--- config.mk ---
export PLATFORM = sky130hd
export DESIGN_NAME = i2s_tx
export DESIGN_NICKNAME = d
export VERILOG_FILES = /design/src/rtl/i2s_tx.sv
export SDC_FILE = /design/constraint.sdc
export NUM_CORES = 1
export LEC_CHECK = 0
export CAP_MARGIN = 5
export CORE_UTILIZATION = 58
export CTS_CLUSTER_DIAMETER = 200
export CTS_CLUSTER_SIZE = 14
export DETAILED_ROUTE_END_ITERATION = 7
export GPL_TIMING_DRIVEN = 0
export PLACE_DENSITY = 0.83
export SYNTH_ARGS = -nofsm -noshare
export SYNTH_HDL_FRONTEND = slang
export SYNTH_SLANG_ARGS = --single-unit
--- constraint.sdc ---
create_clock -name clk_in -period 5.3 [get_ports clk_in]
set_clock_uncertainty 0.05 [all_clocks]
set_input_delay 0.53 -clock clk_in [delete_from_list [all_inputs] [get_ports clk_in]]
set_output_delay 0.53 -clock clk_in [all_outputs]
set_load 0.005 [all_outputs]
--- src/rtl/i2s_tx.sv ---
// i2s_tx: mono-to-stereo I2S serializer.
//
// Takes one signed mixed sample per audio frame through a valid/ready
// handshake and transmits it on both the left and the right slot of a
// standard I2S frame. All I2S timing (BCLK, LRCLK, SDATA) is derived from the
// system clock by a divider. If no sample is waiting when a frame begins, the
// frame carries silence and underrun pulses for one cycle.
//
// Ports:
//   clk_in            system clock
//   rst_in            asynchronous, active-high reset
//   sample_in         signed mixed sample (two's complement, WIDTH bits)
//   sample_valid_in   sample_in is valid this cycle
//   sample_ready_out  block can accept a sample (combinational, !hold_valid)
//   bclk_out          I2S bit clock (registered)
//   lrclk_out         I2S word select, 0 = left slot, 1 = right slot (registered)
//   sdata_out         I2S serial data, MSB first (registered)
//   underrun_out      one-cycle pulse when a frame starts with no sample held
module i2s_tx #(
  parameter int WIDTH     = 16,
  parameter int SLOT_BITS = 32,
  parameter int CLK_DIV   = 4
) (
  input  logic                    clk_in,
  input  logic                    rst_in,
  input  logic signed [WIDTH-1:0] sample_in,
  input  logic                    sample_valid_in,
  output logic                    sample_ready_out,
  output logic                    bclk_out,
  output logic                    lrclk_out,
  output logic                    sdata_out,
  output logic                    underrun_out
);

  localparam int DIV_W = (CLK_DIV > 1) ? $clog2(CLK_DIV) : 1;
  localparam int BIT_W = $clog2(2 * SLOT_BITS);

  localparam logic [DIV_W-1:0] DIV_LAST = DIV_W'(CLK_DIV - 1);
  localparam logic [BIT_W-1:0] BIT_LAST = BIT_W'(2 * SLOT_BITS - 1);
  localparam logic [BIT_W-1:0] SLOT_LEN = BIT_W'(SLOT_BITS);
  localparam logic [BIT_W-1:0] WIDTH_K  = BIT_W'(WIDTH);

  // Serial bit for slot position k: position 0 is the I2S one-BCLK delay
  // slot, positions 1..WIDTH carry the sample MSB first, the rest pad with 0.
  function automatic logic slot_bit(input logic signed [WIDTH-1:0] s,
                                    input logic [BIT_W-1:0]        k);
    logic [WIDTH-1:0] shifted;
    shifted = '0;
    if (k == '0 || k > WIDTH_K) begin
      return 1'b0;
    end
    shifted = s << (k - BIT_W'(1));
    return shifted[WIDTH-1];
  endfunction

  // State registers
  logic [DIV_W-1:0]        div_cnt;
  logic [BIT_W-1:0]        bit_cnt;
  logic signed [WIDTH-1:0] hold;
  logic                    hold_valid;
  logic signed [WIDTH-1:0] frame_sample;

  // Next-state values
  logic [DIV_W-1:0]        div_nxt;
  logic                    bclk_nxt;
  logic [BIT_W-1:0]        bit_nxt;
  logic                    lrclk_nxt;
  logic                    sdata_nxt;
  logic                    underrun_nxt;
  logic                    hold_valid_nxt;
  logic signed [WIDTH-1:0] frame_nxt;

  // Event decode
  logic                    div_wrap;
  logic                    fall;
  logic [BIT_W-1:0]        bit_adv;
  logic [BIT_W-1:0]        k_adv;
  logic                    frame_start;
  logic                    accept;

  assign sample_ready_out = !hold_valid;
  assign accept           = sample_valid_in && !hold_valid;

  assign div_wrap    = (div_cnt == DIV_LAST);
  // BCLK falls when the divider wraps while BCLK is high.
  assign fall        = div_wrap && bclk_out;
  assign bit_adv     = (bit_cnt == BIT_LAST) ? '0 : bit_cnt + BIT_W'(1);
  assign k_adv       = (bit_adv >= SLOT_LEN) ? bit_adv - SLOT_LEN : bit_adv;
  assign frame_start = fall && (bit_adv == '0);

  always_comb begin
    div_nxt        = div_wrap ? '0 : div_cnt + DIV_W'(1);
    bclk_nxt       = div_wrap ? ~bclk_out : bclk_out;
    bit_nxt        = bit_cnt;
    lrclk_nxt      = lrclk_out;
    sdata_nxt      = sdata_out;
    underrun_nxt   = 1'b0;
    hold_valid_nxt = hold_valid;
    frame_nxt      = frame_sample;

    if (fall) begin
      bit_nxt   = bit_adv;
      lrclk_nxt = (bit_adv >= SLOT_LEN);
      // At k=0 the old frame_sample is never read, so the frame-start reload
      // below does not race with the serializer.
      sdata_nxt = slot_bit(frame_sample, k_adv);
    end

    // Frame start looks at hold_valid from before the edge; an accept on the
    // same edge into an empty hold still counts as an underrun.
    if (frame_start) begin
      if (hold_valid) begin
        frame_nxt      = hold;
        hold_valid_nxt = 1'b0;
      end else begin
        frame_nxt    = '0;
        underrun_nxt = 1'b1;
      end
    end

    // accept implies hold_valid was low, so it never collides with a release.
    if (accept) begin
      hold_valid_nxt = 1'b1;
    end
  end

  always_ff @(posedge clk_in or posedge rst_in) begin
    if (rst_in) begin
      div_cnt      <= '0;
      bclk_out     <= 1'b0;
      bit_cnt      <= BIT_LAST;
      lrclk_out    <= 1'b0;
      sdata_out    <= 1'b0;
      underrun_out <= 1'b0;
      hold_valid   <= 1'b0;
      frame_sample <= '0;
    end else begin
      div_cnt      <= div_nxt;
      bclk_out     <= bclk_nxt;
      bit_cnt      <= bit_nxt;
      lrclk_out    <= lrclk_nxt;
      sdata_out    <= sdata_nxt;
      underrun_out <= underrun_nxt;
      hold_valid   <= hold_valid_nxt;
      frame_sample <= frame_nxt;
    end
  end

  // Sample holding register; its contents only matter while hold_valid is set.
  always_ff @(posedge clk_in) begin
    if (accept) begin
      hold <= sample_in;
    end
  end

endmodule

# After elaboration in Yosys (flattened, before gate mapping)
# Index checks and enable logic that the tools add are counted.
# word_totals
mem_count,0
mem_bits_ro,0
ram_bits,0
output_inout_bits,5
in_bits,19
ff_bits,45
latch_bits,0
word_cells,39
# classes
mul,0
n_bitwise,1
n_reduce_logical,8
shift,1
n_eq_ne,2
addsub,4
magnitude_cmp,2
div_mod_pow,0
n_mux,12
# op_table
cell,n
$mux 16,1
$shl 16x6->16,1
$logic_not 6->1,2
$mux 6,2
$mux 1,8
$add 6x1->6 const B,1
$eq 6x6->1 const B,1
$ge 6x6->1 const B,1
$gt 6x5->1 const B,1
$sub 6x1->6 const B,1
$sub 6x6->6 const B,1
$logic_and 1x1->1,3
$add 2x1->2 const B,1
$eq 2x2->1 const B,1
$mux 2,1
$reduce_bool 2->1,1
$logic_not 1->1,1
$logic_or 1x1->1,1
$not 1->1,1

# Longest topological paths before layout
# depth
depth_word,9
depth_mapped,8
mapped_depth_nobuf,6

# Least setup slack after synthesis
# No wires, ideal clock.
# synth_timing
kind,reg2reg
start,reg bit_cnt[0]
end,reg sdata_out
t_required_ns,5.147
arrival_time_ns,1.890
synth_period_minus_slack_ns,2.044
stages_incl_launch_ff,8
slack_ns,3.256
cell_sequence,dfstp_2 -> ha_1 -> buf_2 -> mux2i_1 -> a221o_1 -> o221ai_1 -> a21oi_1 -> o41ai_2
# synth_via
elab_chain_cells,9
elab_cells_between_ends,14
cone_classes,3 x add/sub; 2 x order compare; 1 x eq/ne; 1 x shift; 5 x mux; 2 x reduce/logical
# synth_rtl
element,line,source
start: declaration,58,logic [BIT_W-1:0] bit_cnt;
start signal: assignment,140,bit_cnt <= bit_nxt;
$add 6x1->6 / $eq 6x6->1 (equally long branches),87,assign bit_adv = (bit_cnt == BIT_LAST) ? '0 : bit_cnt + BIT_W'(1);
$mux 6 *,87,
net bit_adv[1],76,logic [BIT_W-1:0] bit_adv;
$sub 6x6->6 / $ge 6x6->1 (equally long branches),88,assign k_adv = (bit_adv >= SLOT_LEN) ? bit_adv - SLOT_LEN : bit_adv;
$mux 6 *,88,
branches (longest 4 deep; another with $sub 6x1->6),-,
$mux 1 *,52,shifted = s << (k - BIT_W'(1));
end signal: assignment,142,sdata_out <= sdata_nxt;
end: declaration,31,"output logic sdata_out,"
# Mark *: on every way through the listed nets, which the timed path passes. The select of a mux whose other input is x is not followed.
# A chain may end at the register's enable or synchronous reset.

# Final worst setup path
# layout_timing
start,reg hold_valid
end,out sample_ready_out
# layout_via
elab_chain_cells,1
# layout_rtl
element,line,source
start: declaration,60,logic hold_valid;
start signal: assignment,144,hold_valid <= hold_valid_nxt;
$logic_not 1->1,81,assign sample_ready_out = !hold_valid;
end: declaration,28,"output logic sample_ready_out,"
# No other way between the ends.

==> flow_summary.json <==
{
  "status": "finished, final reports clean",
  "yosys-top-cells-area": "dfrtp_1, edfxtp_1, dfstp_2, nand2_1, nand3_1",
  "p_seq_share_pct": 62.4,
  "viasPerCell": 5.500,
  "path_cells": "clkbuf_1 > clkbuf_1 > inv_1 > clkdlybuf4s50_1",
  "regArea_um2": 1214,
  "diodes": 0,
  "rows": 20,
  "final_net_count": 222,
  "rsz0062_at_grt": "false",
  "clk_pin_slew_worst_paths_ps": 110,
  "multi_input_area_um2": 684.4,
  "yosysUniqueCellTypes": 41,
  "ys_ff_latch": 45,
  "synth_edf_count": 16,
  "ys_warn_count": 0,
  "internal_power_w": 0.0004788,
  "power.share.clock_pct": 33.1,
  "clk_latency_ps": 340,
  "syn_nets": 192,
  "drive_gt1_share_pct": 13.86,
  "r2r.worst_path.cells": 7,
  "path_common_cell": "clkbuf_1",
  "critPathMaxStageDelay_ps": 450,
  "finalSetupViolations": 0,
  "final-max-slew-violation-count": 0,
  "critPathLaunchType": "flop",
  "synth_top_area_share_pct": 29.26,
  "min_period_ps": 2510,
  "crit_fanout": 10,
  "tightest_slew_ps": 1027,
  "cts.repair.resized": 0,
  "synth_area_per_cell_um2": 11.50,
  "syn_to_final_growth_pct": 18.45,
  "routed-via-count": 1353,
  "syn_area_um2": 1967,
  "numCtsBuffers": 5,
  "tritoncts": "done",
  "crit_type": "reg -> out",
  "timing.setup.tns_ps": 0,
  "period_share_pct": 47.36,
  "critPathRequiredTime_ps": 4720,
  "die_x_um": 60.24,
  "synth_top_cell_by_area": "dfrtp_1",
  "grt_max_degree": 30,
  "p_per_area_nw_per_um2": 252.8,
  "wl_per_cell_um": 13.10,
  "htree_levels": 2,
  "grt_overflow": 0,
  "dp_hpwl_um": 2423,
  "place_inst": 238,
  "dieArea_um2": 3628,
  "antenna_found_initial": 0,
  "clockRootBuffer": "clkbuf_4",
  "async_reset_ff_share_pct": 64.44,
  "drc": 0,
  "final_cells": 246,
  "max_slew_margin_pct": 31.49,
  "gp_congestion": 0.8485,
  "grt_pass1_vias": 1285,
  "io_buffers": 23,
  "fillers": 239,
  "grt.total_usage_pct": 20.92,
  "min_path_cells": 1,
  "postCtsSetupBuffers": 0,
  "clock.fmax_mhz": 398.4,
  "grt_first_pass_wirelength_um": 5457,
  "hold_violations": 0,
  "hold_buffers": 0,
  "syn_inst": 171,
  "start_util_pct": 62.88,
  "p_leak_nw": 0.9847,
  "coreArea_um2": 3128,
  "drtPass1Iterations": 4,
  "synth_flop_cell": "dfrtp_1",
  "synth_seq_area_share_pct": 61.70,
  "critPathSlowestCell": "clkdlybuf4s50_1",
  "io_pins": 24,
  "drv_cap": 0,
  "first_iter_violations": 119,
  "net-switching-power_w": 0.0001100,
  "comb_power_share_pct": 4.4,
  "end_kind": "output pin",
  "routed_wirelength_um": 3222,
  "max-vdd-ir-drop_v": 0.0002059,
  "arrival_ps": 1930,
  "switching_share_pct": 18.69,
  "ant_nets": 0,
  "die_h_um": 60.24,
  "hold_path_class": "reg -> reg",
  "clock_path_buffers": 2,
  "cts.sinks": 45
}
## final cells by class
type | instances | share of cell area, %
multi-input cells | 111 | 29.38
well taps | 44 | 2.363
clock inverters | 2 | 1.450
flip-flops and latches | 45 | 52.09
inverters | 4 | 0.6445
plain buffers | 11 | 2.417
repair buffers | 23 | 9.882
clock buffers | 6 | 1.772
## per-layer routing
layer / track usage (%) / routed length (µm) / part of all wire (%) / vias to the layer above
li1: - / - / - / 667
met1: 25.77 / 1395 / 43 / 650
met2: 36.58 / 1660 / 52 / 32
met3: 4.113 / 135 / 4.2 / 4
met4: 6.977 / 31 / 0.96 / 0
met5: 0 / 0 / 0 / -
## logic make-up (layout without fill, tap and decap cells)
family | Yosys count | count (layout) | share of synthesized area (%)
buffers and inverters | 15 | 46 | 3.625
xor gates and xnor gates | 6 | 6 | 2.672
muxes | 6 | 6 | 4.453
and+or+nand+nor | 74 | 74 | 17.18
AOI/OAI and AO/OA | 23 | 23 | 9.097
DFF | 45 | 45 | 61.70
adders and majority gates | 2 | 2 | 1.272
## worst paths after layout
path / startpoint / slack (ps) / to
worst max-delay path: hold_valid$_DFFE_PP0P_ / 2790 / sample_ready_out
worst min-delay path: div_cnt[0]$_DFF_PP0_ / 380 / div_cnt[0]$_DFF_PP0_
worst min register to register: div_cnt[0]$_DFF_PP0_ / 380 / div_cnt[0]$_DFF_PP0_
min in group asynchronous: rst_in / 690 / frame_sample[8]$_DFFE_PP0P_
max in group asynchronous: rst_in / 3890 / lrclk_out$_DFFE_PP0P_
worst max register to register: bit_cnt[0]$_DFFE_PP1P_ / 3070 / sdata_out$_DFFE_PP0P_
## Yosys cell counts (all sizes together), types with 3 or more instances
cell type	count
nand2	37
dfrtp	23
nand3	19
edfxtp	16
nor2	8
buf	6
dfstp	6
clkbuf	5
inv	4
o21ai	4
nor3	3
xnor2	3
xor2	3
## state kept, by name, indices dropped and copies added, names as in the netlist
register,flops
lrclk_out,1
bit_cnt,6
hold,16
frame_sample,16
hold_valid,1
underrun_out,1
div_cnt,2
sdata_out,1
bclk_out,1
## critical path: cells and delay by family (launching register included)
| kind | cells | cell delay (ps) |
|---|---|---|
| DFF | 1 | 380 |
| buffers and inverters | 4 | 1210 |
## cell usage in the layout (no fill, tap or decap), types with 3 or more instances in the layout
cell type        count
nand2_1             37
dfrtp_1             23
clkdlybuf4s50_1     23
nand3_1             19
edfxtp_1            16
nor2_1               7
dfstp_2              6
buf_2                5
clkbuf_1             5
clkbuf_4             5
o21ai_0              4
inv_1                4
xor2_1               3
xnor2_1              3
## power by group through the flow
| stage | Sequential [W] | Clock, W | Combinational, W |
|---|---|---|---|
| global placement | 0.000374 | 0 | 0.0000253 |
| floorplan | 0.000374 | 0 | 0.00000951 |
| CTS | 0.000368 | 0.000199 | 0.0000264 |
| global route | 0.000368 | 0.000209 | 0.0000289 |
| detailed placement | 0.000375 | 0 | 0.0000263 |
| finish | 0.000368 | 0.000195 | 0.0000260 |
## metrics by stage
stage / setup WS, ps / utilization [%] / area [µm²] / power (W) / hold slack (ps)
after CTS: 2802 / 74.40 / 2327 / 0.0005930 / 386.2
after global routing: 2666 / 74.48 / 2330 / 0.0006064 / 420.5
after floorplan: 3256 / - / 1967 / 0.0003838 / 353.1
after detailed placement: 2853 / 72.00 / 2252 / 0.0004009 / 369.1
after global placement: 2901 / 72.00 / 2252 / 0.0003998 / 363.8
final: 2790 / 74.48 / 2330 / 0.0005888 / 382.1
(Power assumes the default switching activity.)
